## src/rtl/div_seq_pkg.sv

```systemverilog
// Shared constants and types for the sequential MIPS-style divider:
// ALU op codes, FSM state encoding and iteration count.
package div_seq_pkg;

  localparam logic [7:0] EXE_DIV_OP     = 8'b0001_1010;
  localparam logic [7:0] EXE_DIVU_OP    = 8'b0001_1011;
  localparam int         DIV_CYCLES_DEF = 32;

  typedef enum logic [1:0] {
    DIV_IDLE = 2'd0,
    DIV_RUN  = 2'd1,
    DIV_ZERO = 2'd2,
    DIV_DONE = 2'd3
  } div_state_e;

  // Two's-complement negate when n is set; used for magnitudes and sign fix-up.
  function automatic logic [31:0] neg_if(input logic [31:0] v, input logic n);
    return n ? (~v + 32'd1) : v;
  endfunction

endpackage

```

## src/rtl/div_step.sv

```systemverilog
// One restoring shift-subtract iteration: shifts the next dividend bit into
// the partial remainder and emits one quotient bit.
module div_step (
  input  logic [31:0] rem_i,
  input  logic [31:0] quo_i,
  input  logic [31:0] den_i,
  output logic [31:0] rem_o,
  output logic [31:0] quo_o
);

  logic [32:0] trial, diff;

  // trial < 2*den, so a borrow shows up as bit 32 of the 33-bit difference
  assign trial = {rem_i, quo_i[31]};
  assign diff  = trial - {1'b0, den_i};
  assign rem_o = diff[32] ? trial[31:0] : diff[31:0];
  assign quo_o = {quo_i[30:0], ~diff[32]};

endmodule

```

## src/rtl/div_seq.sv

```systemverilog
// Multi-cycle 32-bit signed/unsigned divider for the EX stage; stalls the
// pipeline while iterating and strobes {HI=rem, LO=quo} for one cycle.
module div_seq
  import div_seq_pkg::*;
#(
  parameter int DIV_CYCLES = DIV_CYCLES_DEF
) (
  input  logic        clk,
  input  logic        rst,
  input  logic [7:0]  alucontrol,
  input  logic        valid_i,
  input  logic [31:0] a_i,
  input  logic [31:0] b_i,
  input  logic        flush_i,
  output logic        stall_o,
  output logic        hilo_we_o,
  output logic [63:0] hilo_o
);

  div_state_e  state_q, state_d;
  logic [5:0]  cnt_q;
  logic [31:0] rem_q, quo_q, den_q, rem_nx, quo_nx;
  logic        negq_q, negr_q;
  logic        start, is_signed;
  logic [31:0] a_mag, b_mag;

  assign start     = valid_i & ((alucontrol == EXE_DIV_OP) | (alucontrol == EXE_DIVU_OP));
  assign is_signed = (alucontrol == EXE_DIV_OP);
  assign a_mag     = neg_if(a_i, is_signed & a_i[31]);
  assign b_mag     = neg_if(b_i, is_signed & b_i[31]);

  div_step u_step (
    .rem_i (rem_q),
    .quo_i (quo_q),
    .den_i (den_q),
    .rem_o (rem_nx),
    .quo_o (quo_nx)
  );

  always_comb begin
    state_d = state_q;
    case (state_q)
      DIV_IDLE: if (start) state_d = (b_i != 32'd0) ? DIV_RUN : DIV_ZERO;
      DIV_RUN:  if (cnt_q == 6'(DIV_CYCLES - 1)) state_d = DIV_DONE;
      DIV_ZERO: state_d = DIV_DONE;
      DIV_DONE: state_d = DIV_IDLE;
      default:  state_d = DIV_IDLE;
    endcase
    if (flush_i) state_d = DIV_IDLE;
  end

  always_ff @(posedge clk) begin
    if (rst) state_q <= DIV_IDLE;
    else     state_q <= state_d;
  end

  always_ff @(posedge clk) begin
    if (rst) begin
      cnt_q  <= '0;
      rem_q  <= '0;
      quo_q  <= '0;
      den_q  <= '0;
      negq_q <= 1'b0;
      negr_q <= 1'b0;
    end else begin
      case (state_q)
        DIV_IDLE: if (start && !flush_i) begin
          cnt_q <= '0;
          if (b_i != 32'd0) begin
            rem_q  <= '0;
            quo_q  <= a_mag;
            den_q  <= b_mag;
            negq_q <= is_signed & (a_i[31] ^ b_i[31]);
            negr_q <= is_signed & a_i[31];
          end else begin
            // divide-by-zero result is preloaded so DONE needs no special path
            rem_q  <= a_i;
            quo_q  <= '1;
            den_q  <= '0;
            negq_q <= 1'b0;
            negr_q <= 1'b0;
          end
        end
        DIV_RUN: begin
          rem_q <= rem_nx;
          quo_q <= quo_nx;
          cnt_q <= cnt_q + 6'd1;
        end
        default: ;
      endcase
    end
  end

  assign stall_o   = ~rst & (((state_q == DIV_IDLE) & start & ~flush_i) |
                             (state_q == DIV_RUN) | (state_q == DIV_ZERO));
  assign hilo_we_o = ~rst & ~flush_i & (state_q == DIV_DONE);
  assign hilo_o    = hilo_we_o ? {neg_if(rem_q, negr_q), neg_if(quo_q, negq_q)} : 64'd0;

endmodule

```

## config.mk

```make
export PLATFORM = sky130hd
export DESIGN_NAME = div_seq
export DESIGN_NICKNAME = d
export VERILOG_FILES = /design/src/rtl/div_seq_pkg.sv /design/src/rtl/div_step.sv /design/src/rtl/div_seq.sv
export SDC_FILE = /design/constraint.sdc
export NUM_CORES = 1
export LEC_CHECK = 0
export BUFFER_PORTS_ARGS = -buffer_cell sky130_fd_sc_hd__buf_2
export CAP_MARGIN = 20
export CORE_ASPECT_RATIO = 0.8
export CORE_MARGIN = 2
export CORE_UTILIZATION = 40
export CTS_BUF_LIST = sky130_fd_sc_hd__clkbuf_4 sky130_fd_sc_hd__clkbuf_8 sky130_fd_sc_hd__clkbuf_16
export CTS_CLUSTER_DIAMETER = 80
export DETAILED_ROUTE_END_ITERATION = 10
export REMOVE_ABC_BUFFERS = 1
export SYNTH_ARGS = -nofsm -noshare
export SYNTH_HDL_FRONTEND = slang
export SYNTH_HIERARCHICAL = 1
export SYNTH_SLANG_ARGS = --single-unit
```

## constraint.sdc

```tcl
create_clock -name clk -period 3.39 [get_ports clk]
set_input_delay 0.1695 -clock clk [delete_from_list [all_inputs] [get_ports clk]]
set_output_delay 0.1695 -clock clk [all_outputs]
set_load 0.02 [all_outputs]
```

# Yosys cells after proc, flatten, opt, wreduce, memory -nomap -nowiden

Index checks and enable logic that the tools add are counted.

Bits in registers: 106
Bits of input ports: 76
Output and inout port bits: 66
Word-level logic and storage cells: 72

$add $sub $neg: 6
Eq/ne operators: 9
Mux-type cells: 21
Bitwise operators: 20
Reduce and logical (&&, ||, !) cells: 9

Operator list:

| kind                                           | number |
|---|---|
| two-way mux 32 bit                             | 10 |
| adder 32 x 1 -> 32 bit (second input constant) | 4 |
| NOT 32 bit                                     | 4 |
| case mux 32 bit (2 select lines)               | 2 |
| two-way mux 64 bit                             | 1 |
| subtractor 33 x 32 -> 33 bit                   | 1 |
| nonzero test 32 bit                            | 1 |
| == test 8 x 5 -> 1 bit (second input constant) | 2 |
| case mux 6 bit (2 select lines)                | 1 |
| bitwise AND 1 bit                              | 9 |
| case mux 2 bit (4 select lines)                | 1 |
| adder 6 x 1 -> 6 bit (second input constant)   | 1 |
| == test 6 x 5 -> 1 bit (second input constant) | 1 |
| two-way mux 2 bit                              | 3 |
| two-way mux 6 bit                              | 1 |
| != test 2 bit (second input constant)          | 3 |
| AND reduction 2 bit                            | 3 |
| == test 2 bit (second input constant)          | 2 |
| NOT 1 bit                                      | 3 |
| OR 1 bit                                       | 3 |
| == test 2 x 1 -> 1 bit (second input constant) | 1 |
| zero test 2 bit                                | 1 |
| two-way mux 1 bit                              | 2 |
| nonzero test 2 bit                             | 1 |
| other kinds (4)                                | 4 |

# Depth between registers and ports, before layout

Word-level depth: 8
Gate-level depth with buffers: 17
Mapped depth without buffers: 15

# By module

The synthesis kept the hierarchy.

Modules (own cells, without submodules):

| module   | instances | cells each | area each (um^2) | sequential area each (um^2) |
|---|---|---|---|---|
| div_seq  | 1         | 950        | 7652.3           | 2122.0 |
| div_step | 1         | 338        | 2631.3           | 0.0 |

# Worst setup path before layout

OpenSTA, ideal clock, no wires.

Kind: register -> register
Start point: register quo_q[31]
End point: register rem_q[10]
Data arrival time: 3474 ps
Required time: 3249 ps
Slack: -225 ps
Cell stages (with the launch flop): 18
Buffers on the path: 2
Cell sequence: dfxtp_1 > inv_1 > ha_1 > fa_1 > and2b_1 > o2111ai_2 > a21oi_2 > o2111ai_1 > a211oi_2 > nor2_4 > mux2i_4 > and2_4 > buf_12 > inv_8 > buf_12 > mux2_4 > a221oi_2 > nor3_2

Word-level cells in the longest chain between the ends: 3

Ends and longest elaborated chain:

| item                             | RTL line       | text |
|---|---|---|
| from (decl)                      | div_seq.sv:22  | `logic [31:0] rem_q, quo_q, den_q, rem_nx, quo_nx;` |
| from (signal assigned)           | div_seq.sv:71  | `quo_q <= a_mag;` |
| from (signal assigned)           | div_seq.sv:86  | `quo_q <= quo_nx;` |
| subtractor 33 x 32 -> 33 bit     | div_step.sv:15 | `assign diff = trial - {1'b0, den_i};` |
| two-way mux 32 bit               | div_step.sv:16 | `assign rem_o = diff[32] ? trial[31:0] : diff[31:0];` |
| named net rem_nx[10]             | div_seq.sv:22  |  |
| case mux 32 bit (2 select lines) | div_seq.sv:66  | `case (state_q)` |
| to (signal assigned)             | div_seq.sv:77  | `rem_q <= a_i;` |
| to (signal assigned)             | div_seq.sv:85  | `rem_q <= rem_nx;` |
| to (decl)                        | div_seq.sv:22  |  |

The timed path passes the listed nets, and every way through them passes these cells.
A chain may end at the register's enable or synchronous reset.

# Final worst setup path

Start point: register quo_q[31]
End point: register rem_q[22]

Same word-level chain as after synthesis.

==> summary.md <==
| Metric | Value |
|---|---|
| Vias in the first global route | `about 9600` |
| Via Count | `about 10000` |
| Dpl ws | `-0.299 ns` |
| Net Sw Power | `835 uW` |
| Sw Share | `just under 30%` |
| I/O pins | `around 140` |
| CP startpoint | `quo_q[31]` |
| RSZ-0062 raised after global routing | `true` |
| Seq/Total Area, Yosys | `20.6%` |
| Clock Tree Buf Depth | `2` |
| TritonRoute pass-1 iters | `5` |
| Placed insts | `1727` |
| Worst setup EP type | `register` |
| Maximum clock rate | `0.287 GHz` |
| Post-layout min period | `3.49 ns` |
| DIE WIDTH | `183 um` |
| Clk pwr share | `between 40% and 50%` |
| Num CTS Buffers | `9` |
| Pwr Total | `approximately 2.9 mW` |
| Flop pwr share | `a little over two fifths` |
| H-tree depth | `3` |
| DR vias/cell | `approximately 5.7` |
| Worst path arrival time | `roughly 3.7 ns` |
| First-pass GRT wire length | `roughly 52 mm` |
| Slew Limit Headroom | `41.4%` |
| Critical Path RT | `around 3.6 ns` |
| TNS Setup | `-1.09 ns` |
| Pins Over Slew Limit | `0` |
| Per-cell routed wire length | `around 19 um` |
| Detailed Place HPWL | `approximately 25 mm` |
| Post-CTS Hold Buffers | `0` |
| Clock sinks | `106` |
| Clock Skew | `0.0109 ns` |
| Status | `finished, violations left` |
| Post-synth EDFFs | `0` |
| RR Startpoint | `quo_q[31]` |
| Violated checks | `negative setup slack` |
| Tightest Pin Transition | `0.867 ns` |
| Final Routed Wirelength | `33.2 mm` |
| Post-route ant nets | `0` |
| Power Density | `between 200 and 250 mW/mm2` |
| CP Class | `register to register` |
| Mean Syn Cell Area | `7.98 um2` |
| Pin count of the biggest net entering global routing | `between 40 and 50` |
| Combinational share of power | `between 15 and 20%` |
| Initial antenna violation count | `1` |
| Crit start category | `register` |
| CP max FO | `6` |
| Initial DRC Count | `slightly above 800` |
| LEAKAGE | `around 5.2 nW` |
| CTS tree | `done` |
| Post-synth top flop | `dfxtp_1` |
| Routability cong. | `0.935` |
| Core Util, Final | `between 40% and 50%` |
| Clk_lat worst skew | `around 0.37 ns` |
| Share of cells above drive strength 1 | `approximately 27%` |
| Die extent in y | `about 150 um` |
| Root Driver | `clkbuf_16` |
| Hold WC Path Type | `input pin to register` |
| Initial Utilization | `between 40% and 50%` |
| Row cnt | `52` |
| Synth warn | `6` |
| Maxcap violations | `0` |
| Worst reg-to-reg setup slack | `-0.1 ns` |
| Flops & latches, synth | `about 110` |
| Count of final setup violators | `21` |
| Cell variety after synth | `93` |
| Hold_sp | `b_i[5]` |
| Clock transition at the registers of the reported paths | `0.08 ns` |
| Period Utilization, post-route | `103%` |
| Cell-internal power | `2.03 mW` |
| Final Instance Area | `between 0.01 and 0.015 mm2` |
| Final Hold Viols | `0` |
| Mapped Cells | `~1300` |
| Grt ovf | `0` |
| Post-synthesis cell area | `0.0103 mm2` |
| Layout Nets | `1545` |
| Area of placed instances | `approximately 0.011 mm2` |
| IO Port Bufs | `between 100 and 150` |
| Area delta synth->final | `16.6%` |
| PnR worst setup slack | `-0.0963 ns` |
| Hold slack | `about 0.11 ns` |
| Peak supply drop | `between 0.2 and 0.25 mV` |
| DIE AREA | `about 0.027 mm2` |
| GRT Total Usage | `approximately 24%` |
| Ys async rst share | `0%` |
| Placeable Area | `roughly 0.025 mm2` |
| Final non-filler cell total | `about 1800` |
| DRC Markers | `0` |
cells in the mapped netlist (13+ instances only):
library cell,number,share of area [%]
a211oi_1,23,1.7
a21o_1,17,1.2
a21oi_1,52,2.5
a221oi_2,29,4.2
a31oi_1,13,0.79
buf_2,14,0.68
buf_4,33,2.4
clkbuf_1,40,1.5
dfxtp_1,106,21
ha_1,42,5.1
inv_1,52,1.9
mux2_4,19,2.8
nand2_1,111,4.1
nand3_1,31,1.5
nand4_1,13,0.79
nor2_1,167,6.1
nor3_1,29,1.4
nor3_2,30,2.9
o21ai_0,60,2.9
o221ai_1,24,2.0
o31ai_1,32,2.3
o41ai_1,15,1.3
or4_1,13,0.95
xnor2_1,39,3.3
xor2_1,104,8.9
worst max-delay path: stages (launching register included):
cell and delay (ns):
dfxtp_2 0.34, inv_2 0.04, ha_4 0.15, fa_2 0.33
and2b_1 0.23, o2111ai_2 0.16, a21oi_2 0.25, o2111ai_4 0.17
a211oi_2 0.33, nor2_4 0.07, mux2i_4 0.20, and2_4 0.20
buf_12 0.15, inv_8 0.09, mux2_4 0.32, a221oi_2 0.27
nor3_2 0.07
worst paths after layout:
| path | endpoint | depth (start not counted) |
|---|---|---|
| setup / recovery | rem_q[22] | 16 |
| setup reg to reg | rem_q[22] | 16 |
| hold reg to reg | den_q[21] | 2 |
| hold / removal | den_q[5] | 3 |
kinds of logic after synthesis:
family          Yosys count  share of synthesized area (%)
simple gates            485                           24.8
compound gates          320                           24.1
buf+inv                 161                           9.00
xor+xnor                143                           12.2
flops                   106                           20.6
fa+ha+maj                43                           5.30
mux                      30                           4.03
area by class of cell:
cell class / instances / area, um2
fill: 2531 / 13300
clock inverter: 7 / 83.8
antenna: 1 / 2.50
sequential: 106 / 2120
clock buffer: 9 / 225
tap: 324 / 405
timing repair inverter: 2 / 22.5
multi-input combinational: 1021 / 7430
timing repair buffer: 232 / 1490
inverter: 54 / 215
per-layer routing:
layer,vias up,track usage [%],wire length [um]
li1,4933,-,-
met1,4803,33.7,15800
met2,293,38.7,14800
met3,43,3.67,1780
met4,0,7.48,849
met5,-,0,0
state kept, by name, summed over array words and instances, names as in the netlist:
| register | cells |
|---|---|
| den_q | 32 |
| quo_q | 32 |
| rem_q | 32 |
| cnt_q | 6 |
| state_q | 2 |
| negq_q | 1 |
| negr_q | 1 |
cells in the final DEF, fill, tap and decap left out, types with 39 or more instances in the layout:
cell / count
buf_4: 84
a21oi_1: 50
o21ai_0: 54
xnor2_1: 39
nor2_1: 166
nand2_1: 110
xor2_1: 104
buf_2: 140
ha_1: 40
dfxtp_1: 105
inv_1: 51
what timing repair did:
| action | in CTS | in global routing |
|---|---|---|
| endpoints found under the hold margin | 0 | 0 |
| pin swaps | 26 | 34 |
| gates resized for setup | 17 | 25 |
| cloned | 2 | 0 |
| setup buffers | 9 | 2 |
| endpoints found under the setup margin | 32 | 39 |
power groups by stage:
stage / Combinational, mW / Clock [mW] / Sequential (mW)
floorplan: 0.202 / 0 / 1.28
global placement: 0.383 / 0 / 1.28
detailed placement: 0.387 / 0 / 1.28
CTS: 0.434 / 1.17 / 1.25
global route: 0.486 / 1.22 / 1.25
finish: 0.459 / 1.16 / 1.25
Power figures use the tool's default switching activity.
